**src/rtl/rgb_pwm_fader.sv**
```systemverilog
// Three-channel period-aligned PWM generator with an optional linear fade engine.
// Levels ramp one code per step toward their targets; duty latches only at period end.
module rgb_pwm_fader #(
    parameter int unsigned PWM_BITS = 6,
    parameter bit          FADE     = 1'b1
) (
    input  logic                    clk,
    input  logic                    rst_n,
    input  logic                    step,
    input  logic                    ld,
    input  logic [3*PWM_BITS-1:0]   tgt,
    output logic [2:0]              pwm,
    output logic [3*PWM_BITS-1:0]   level,
    output logic                    busy,
    output logic                    wrap
);

    localparam int unsigned NCH = 3;
    localparam logic [PWM_BITS-1:0] CNT_MAX = {PWM_BITS{1'b1}};

    logic [PWM_BITS-1:0]           cnt, cnt_nxt;
    logic [NCH-1:0][PWM_BITS-1:0]  duty, duty_nxt;
    logic [NCH-1:0][PWM_BITS-1:0]  lvl, lvl_nxt;
    logic [NCH-1:0][PWM_BITS-1:0]  tgt_r, tgt_nxt;
    logic [NCH-1:0][PWM_BITS-1:0]  tgt_in;
    logic [NCH-1:0]                pwm_nxt;
    logic                          busy_nxt;
    logic                          wrap_nxt;

    assign tgt_in = tgt;
    assign level  = lvl;

    // Next-state for counter, duty latch, fade engine and the registered outputs
    always_comb begin
        cnt_nxt  = cnt + PWM_BITS'(1);
        duty_nxt = (cnt == CNT_MAX) ? lvl : duty;
        lvl_nxt  = lvl;
        tgt_nxt  = tgt_r;

        // Step compares against the pre-load target; a same-cycle ld lands afterwards
        if (FADE && step) begin
            for (int i = 0; i < NCH; i++) begin
                if (lvl[i] < tgt_r[i]) begin
                    lvl_nxt[i] = lvl[i] + PWM_BITS'(1);
                end else if (lvl[i] > tgt_r[i]) begin
                    lvl_nxt[i] = lvl[i] - PWM_BITS'(1);
                end
            end
        end

        if (ld) begin
            tgt_nxt = tgt_in;
            if (!FADE) begin
                lvl_nxt = tgt_in;
            end
        end

        // Full-scale code keeps the output high for the whole period
        for (int i = 0; i < NCH; i++) begin
            pwm_nxt[i] = (duty_nxt[i] == CNT_MAX) || (cnt_nxt < duty_nxt[i]);
        end

        busy_nxt = (lvl_nxt != tgt_nxt);
        wrap_nxt = (cnt_nxt == CNT_MAX);
    end

    // State and output registers
    always_ff @(posedge clk or negedge rst_n) begin
        if (!rst_n) begin
            cnt   <= '0;
            duty  <= '0;
            lvl   <= '0;
            tgt_r <= '0;
            pwm   <= '0;
            busy  <= 1'b0;
            wrap  <= 1'b0;
        end else begin
            cnt   <= cnt_nxt;
            duty  <= duty_nxt;
            lvl   <= lvl_nxt;
            tgt_r <= tgt_nxt;
            pwm   <= pwm_nxt;
            busy  <= busy_nxt;
            wrap  <= wrap_nxt;
        end
    end

endmodule

```
**config.mk**
```make
export PLATFORM = sky130hd
export DESIGN_NAME = rgb_pwm_fader
export DESIGN_NICKNAME = d
export VERILOG_FILES = /design/src/rtl/rgb_pwm_fader.sv
export SDC_FILE = /design/constraint.sdc
export NUM_CORES = 1
export LEC_CHECK = 0
export ABC_CLOCK_PERIOD_IN_PS = 3500
export BUFFER_PORTS_ARGS = -buffer_cell sky130_fd_sc_hd__buf_4
export CAP_MARGIN = 15
export CORE_ASPECT_RATIO = 2
export CORE_MARGIN = 10
export CORE_UTILIZATION = 59
export DETAILED_ROUTE_END_ITERATION = 8
export PLACE_DENSITY = 0.82
export SYNTH_ARGS = -nofsm -noshare
export SYNTH_HDL_FRONTEND = slang
export SYNTH_SLANG_ARGS = --single-unit
```
**constraint.sdc**
```tcl
create_clock -name clk -period 3.5 [get_ports clk]
set_clock_uncertainty 0.05 [all_clocks]
set_input_delay 0.175 -clock clk [delete_from_list [all_inputs] [get_ports clk]]
set_output_delay 0.175 -clock clk [all_outputs]
set_load 0.03 [all_outputs]
```
; After elaboration in Yosys (flattened, before gate mapping)
; Index checks and enable logic that the tools add are counted.
[word_totals]
ff_bits = 65
input_bits = 22
output_inout_bits = 23
elab_cells = 47
[op_classes]
addsub = 7
magnitude_cmp = 9
eq_ne = 6
mux = 9
reduce_logical = 3
[op_table]
columns = op, count
row1 = 18-bit 2-to-1 mux, 3
row2 = 6-bit less-than comparator, 6
row3 = 6-bit 2-to-1 mux, 6
row4 = 6-bit equality test (second input constant), 5
row5 = 6-bit by 1-bit adder with 6-bit output (second input constant), 4
row6 = 6-bit > comparator, 3
row7 = 18-bit inequality test, 1
row8 = 6-bit by 1-bit subtractor with 6-bit output (second input constant), 3
row9 = 1-bit logical OR, 3

; Depth between registers and ports, before layout
[depth]
ltp_word = 5
depth_mapped = 11
ltp_nobuf = 10

; Worst setup path after synthesis
; Ideal clock, no wire load.
[synth_timing]
path_type = reg-to-reg
start = register lvl, in the netlist level[6]
end = register busy
setup_ps = 140
t_arrival_ps = 2544
setup_slack_ps = 766
path_stages_with_launch = 11
cell_sequence = dfrtp_1 > inv_1 > ha_1 > nand2_1 > o21ai_1 > or3_1 > mux2i_1 > xor3_1 > or4_1 > nor4_2 > nand4_1
[synth_via]
elab_chain_len = 5
elab_cells_between_ends = 8
classes_between = 2 x add/sub / 2 x order compare / 1 x eq/ne / 3 x mux
[synth_rtl]
columns = item, line_no
row1 = start: declaration, 23  ; logic [NCH-1:0][PWM_BITS-1:0] lvl, lvl_nxt;
row2 = start signal: assignment, 80  ; lvl <= lvl_nxt;
row3 = 6-bit by 1-bit subtractor with 6-bit output / 6-bit > comparator (equally long branches), "46, 45"
row4 = 6-bit 2-to-1 mux, 45  ; end else if (lvl[i] > tgt_r[i]) begin
row5 = 6-bit 2-to-1 mux, 43  ; if (lvl[i] < tgt_r[i]) begin
row6 = 18-bit 2-to-1 mux (*), 41  ; if (FADE && step) begin
row7 = 18-bit inequality test (*), 63  ; busy_nxt = (lvl_nxt != tgt_nxt);
row8 = named net busy_nxt, 27  ; logic busy_nxt;
row9 = end signal: assignment, 83  ; busy <= busy_nxt;
row10 = end: declaration, 14  ; output logic busy,
; The timed path passes the listed nets; every way through them passes the cells marked *.

; Worst setup path after layout
[layout_timing]
start = register lvl, in the netlist level[10]
end = register busy
; The elaborated chain is that of the path after synthesis.

==> metrics.md <==
| Metric | Value |
|---|---|
| Layout cell share with drive strength beyond 1 | `0.178` |
| Area grow syn2layout | `17.7%` |
| CTS tree | `done` |
| Die height | `139 um` |
| Count of final setup violators | `0` |
| CP Launch Type | `flop` |
| CP required | `3640 ps` |
| Worst slew pin tran | `827 ps` |
| Register area share after synthesis | `0.391` |
| Unique masters post-synth | `62` |
| Hold Fails Final Rpt | `0` |
| # IOs | `45` |
| Final Cycle Share | `0.868` |
| Final Max Slew Viols | `0` |
| Post-synth EDFFs | `0` |
| Synth warn | `0` |
| Slew headroom | `0.449` |
| Grt total ovfl | `0` |
| Cts bufs inserted | `9` |
| Non-filler instance count after layout | `550` |
| Crit. End Element | `flop` |
| Drt initial violations | `177` |
| RSZ-0062 raised after global routing | `no` |
| Mapped Cells | `405` |
| Flops & latches, synth | `65` |
| Critical path class | `reg -> reg` |
| Core area | `0.00689 mm^2` |
| Synth Area per Inst | `10.3 um^2` |
| PwrDens | `792 mW/mm^2` |
| Status | `finished clean` |
| Port bufs | `44` |
| Leak | `0.00240 uW` |
| Nets@finish | `518` |
| Die ar. | `0.0110 mm^2` |
| Largest net degree at the start of global routing | `66` |
| Antenna Diode Count | `0` |
| Post-route minimum period | `3040 ps` |
| Hpwl dp | `7.68 mm` |
| Antenna violations before repair | `0` |
| DRC violations left | `0` |
| Async set-or-reset flop fraction in the synthesized netlist | `1.00` |
| Filler cell count | `566` |
| Post-CTS resize count | `0` |
| Post-Route Utilization | `0.711` |
| CTS sink cnt | `65` |
| Vias in the first global route | `3,329` |
| WHS | `49.6 ps` |
| Gpl congestion | `0.837` |
| Rows | `43` |
| Synth Flop Type | `dfrtp_1` |
| Min-Delay Path Class | `in -> reg` |
| H-tree depth | `3` |
| Placed Cells incl. Taps | `533` |
| Max IR drop VDD | `418 uV` |
| Final wirelength | `10.1 mm` |
| Routed WL per cell | `18.3 um` |
| Setup_tns | `0 ps` |
| GR Util All Layers | `0.193` |
| Initial core utilization | `0.604` |
| Die width | `79.4 um` |
| Cell Area, Synth | `0.00416 mm^2` |
| DR vias | `3,169` |
| Crit-path max FO | `9` |
| Vias/cell | `5.76` |
| Worst skew pair latency | `340 ps` |
| Max-cap violation count | `0` |
| R2R setup slack | `460 ps` |
| Clk root buf | `clkbuf_16` |
| Post-DRT Antenna Nets | `0` |
| Arr. time, crit path | `3180 ps` |
| DRT Pass-1 Iters | `4` |
| Total chip power | `3880 uW` |
| Worst-path clk slew | `50 ps` |
| Clock Path Buffers | `2` |
| Maximum clock rate | `0.329 GHz` |
| Net Count, Synth | `468` |
| First-pass GRT wire length | `16.3 mm` |
## repair_timing
item,CTS,global route
buffers inserted,0,0
hold endpoints to repair,65,0
hold buffers,1,0
## routing by layer
layer / wire length [um] / GRT usage / share of wire / vias to the layer above
met5: 0 / 0 / 0 / -
met3: 435 / 0.0571 / 0.043 / 36
met2: 5590 / 0.345 / 0.56 / 93
met4: 474 / 0.120 / 0.047 / 0
met1: 3570 / 0.181 / 0.35 / 1530
li1: - / - / - / 1510
## cell usage after synthesis (3+ instances only)
cell type	number	share of area
inv_1	50	0.045
nor4_1	3	0.0045
buf_2	3	0.0036
nor3b_1	3	0.0054
clkbuf_1	3	0.0027
xor3_1	3	0.017
xor2_1	14	0.029
xnor2_1	16	0.034
a21boi_0	3	0.0054
nand3_1	18	0.022
nor2_1	15	0.014
o21ai_1	4	0.0048
dfrtp_1	65	0.39
nand2_1	30	0.027
a21o_1	3	0.0054
o21a_1	5	0.0090
o21ai_0	23	0.028
mux2_2	7	0.019
nand4_1	9	0.014
ha_1	41	0.12
a21oi_1	12	0.014
mux2i_1	26	0.063
## worst paths after layout
| kind | startpoint | cells after the start | end |
|---|---|---|---|
| setup / recovery | level[10] | 9 | busy |
| max in group asynchronous | rst_n | 2 | tgt_r[2] |
| hold / removal | tgt[12] | 2 | tgt_r[12] |
| hold reg to reg | duty[2] | 2 | duty[2] |
| setup reg to reg | level[10] | 9 | busy |
| min in group asynchronous | rst_n | 2 | level[15] |
## power by group
| part | switching [uW] | total [uW] | internal [uW] |
|---|---|---|---|
| Clock | 318 | 981 | 663 |
| Sequential | 255 | 1140 | 881 |
| Combinational | 980 | 1760 | 784 |
## metrics by stage
stage	area (um^2)	setup WS [ps]
2_1_floorplan	4160	766
3_3_place_gp	4560	503
3_5_place_dp	4560	459
4_1_cts	4900	442
5_1_grt	4900	260
6_report	4900	463
## layout by cell type (no fill, tap or decap), types with 4 or more instances in the layout
cell and count:
clkbuf_16 9, inv_1 50, nand2_1 30, o21ai_0 23, nor2_1 15, a21oi_1 12
mux2i_1 26, mux2_2 7, xor2_1 14, buf_4 47, o21ai_1 4, nand4_1 9
o21a_1 5, dfrtp_1 65, xnor2_1 16, ha_1 41, nand3_1 18
## area by class of cell
type / instances / area [um^2] / area share
multi-input combinational: 281 / 2280 / 0.466
timing repair buffer: 48 / 363 / 0.0741
tap: 90 / 113 / 0.0230
inverter: 50 / 188 / 0.0383
clock buffer: 14 / 264 / 0.0539
clock inverter: 2 / 60.1 / 0.0123
sequential: 65 / 1630 / 0.332
## kinds of logic after synthesis
family	after synthesis	share of synthesized area
simple gates	102	0.135
mux	35	0.0902
buf+inv	59	0.0601
fa+ha+maj	41	0.123
compound gates	68	0.107
xor+xnor	35	0.0926
flops	65	0.391
## flip-flops by register name (all words and copies together), names as in the netlist
register  cells
level        18
tgt_r        18
busy          1
pwm           3
cnt           6
duty         18
wrap          1
## worst max-delay path, cell delays in order (launching register included)
cell     delay, ps
dfrtp_1        520
ha_1           380
nand4_2        140
o21ai_1        130
or3_1          320
mux2i_1        250
xor3_1         280
or4_1          450
nor4_2         220
nand4_1        140
Power figures use the tool's default switching activity.
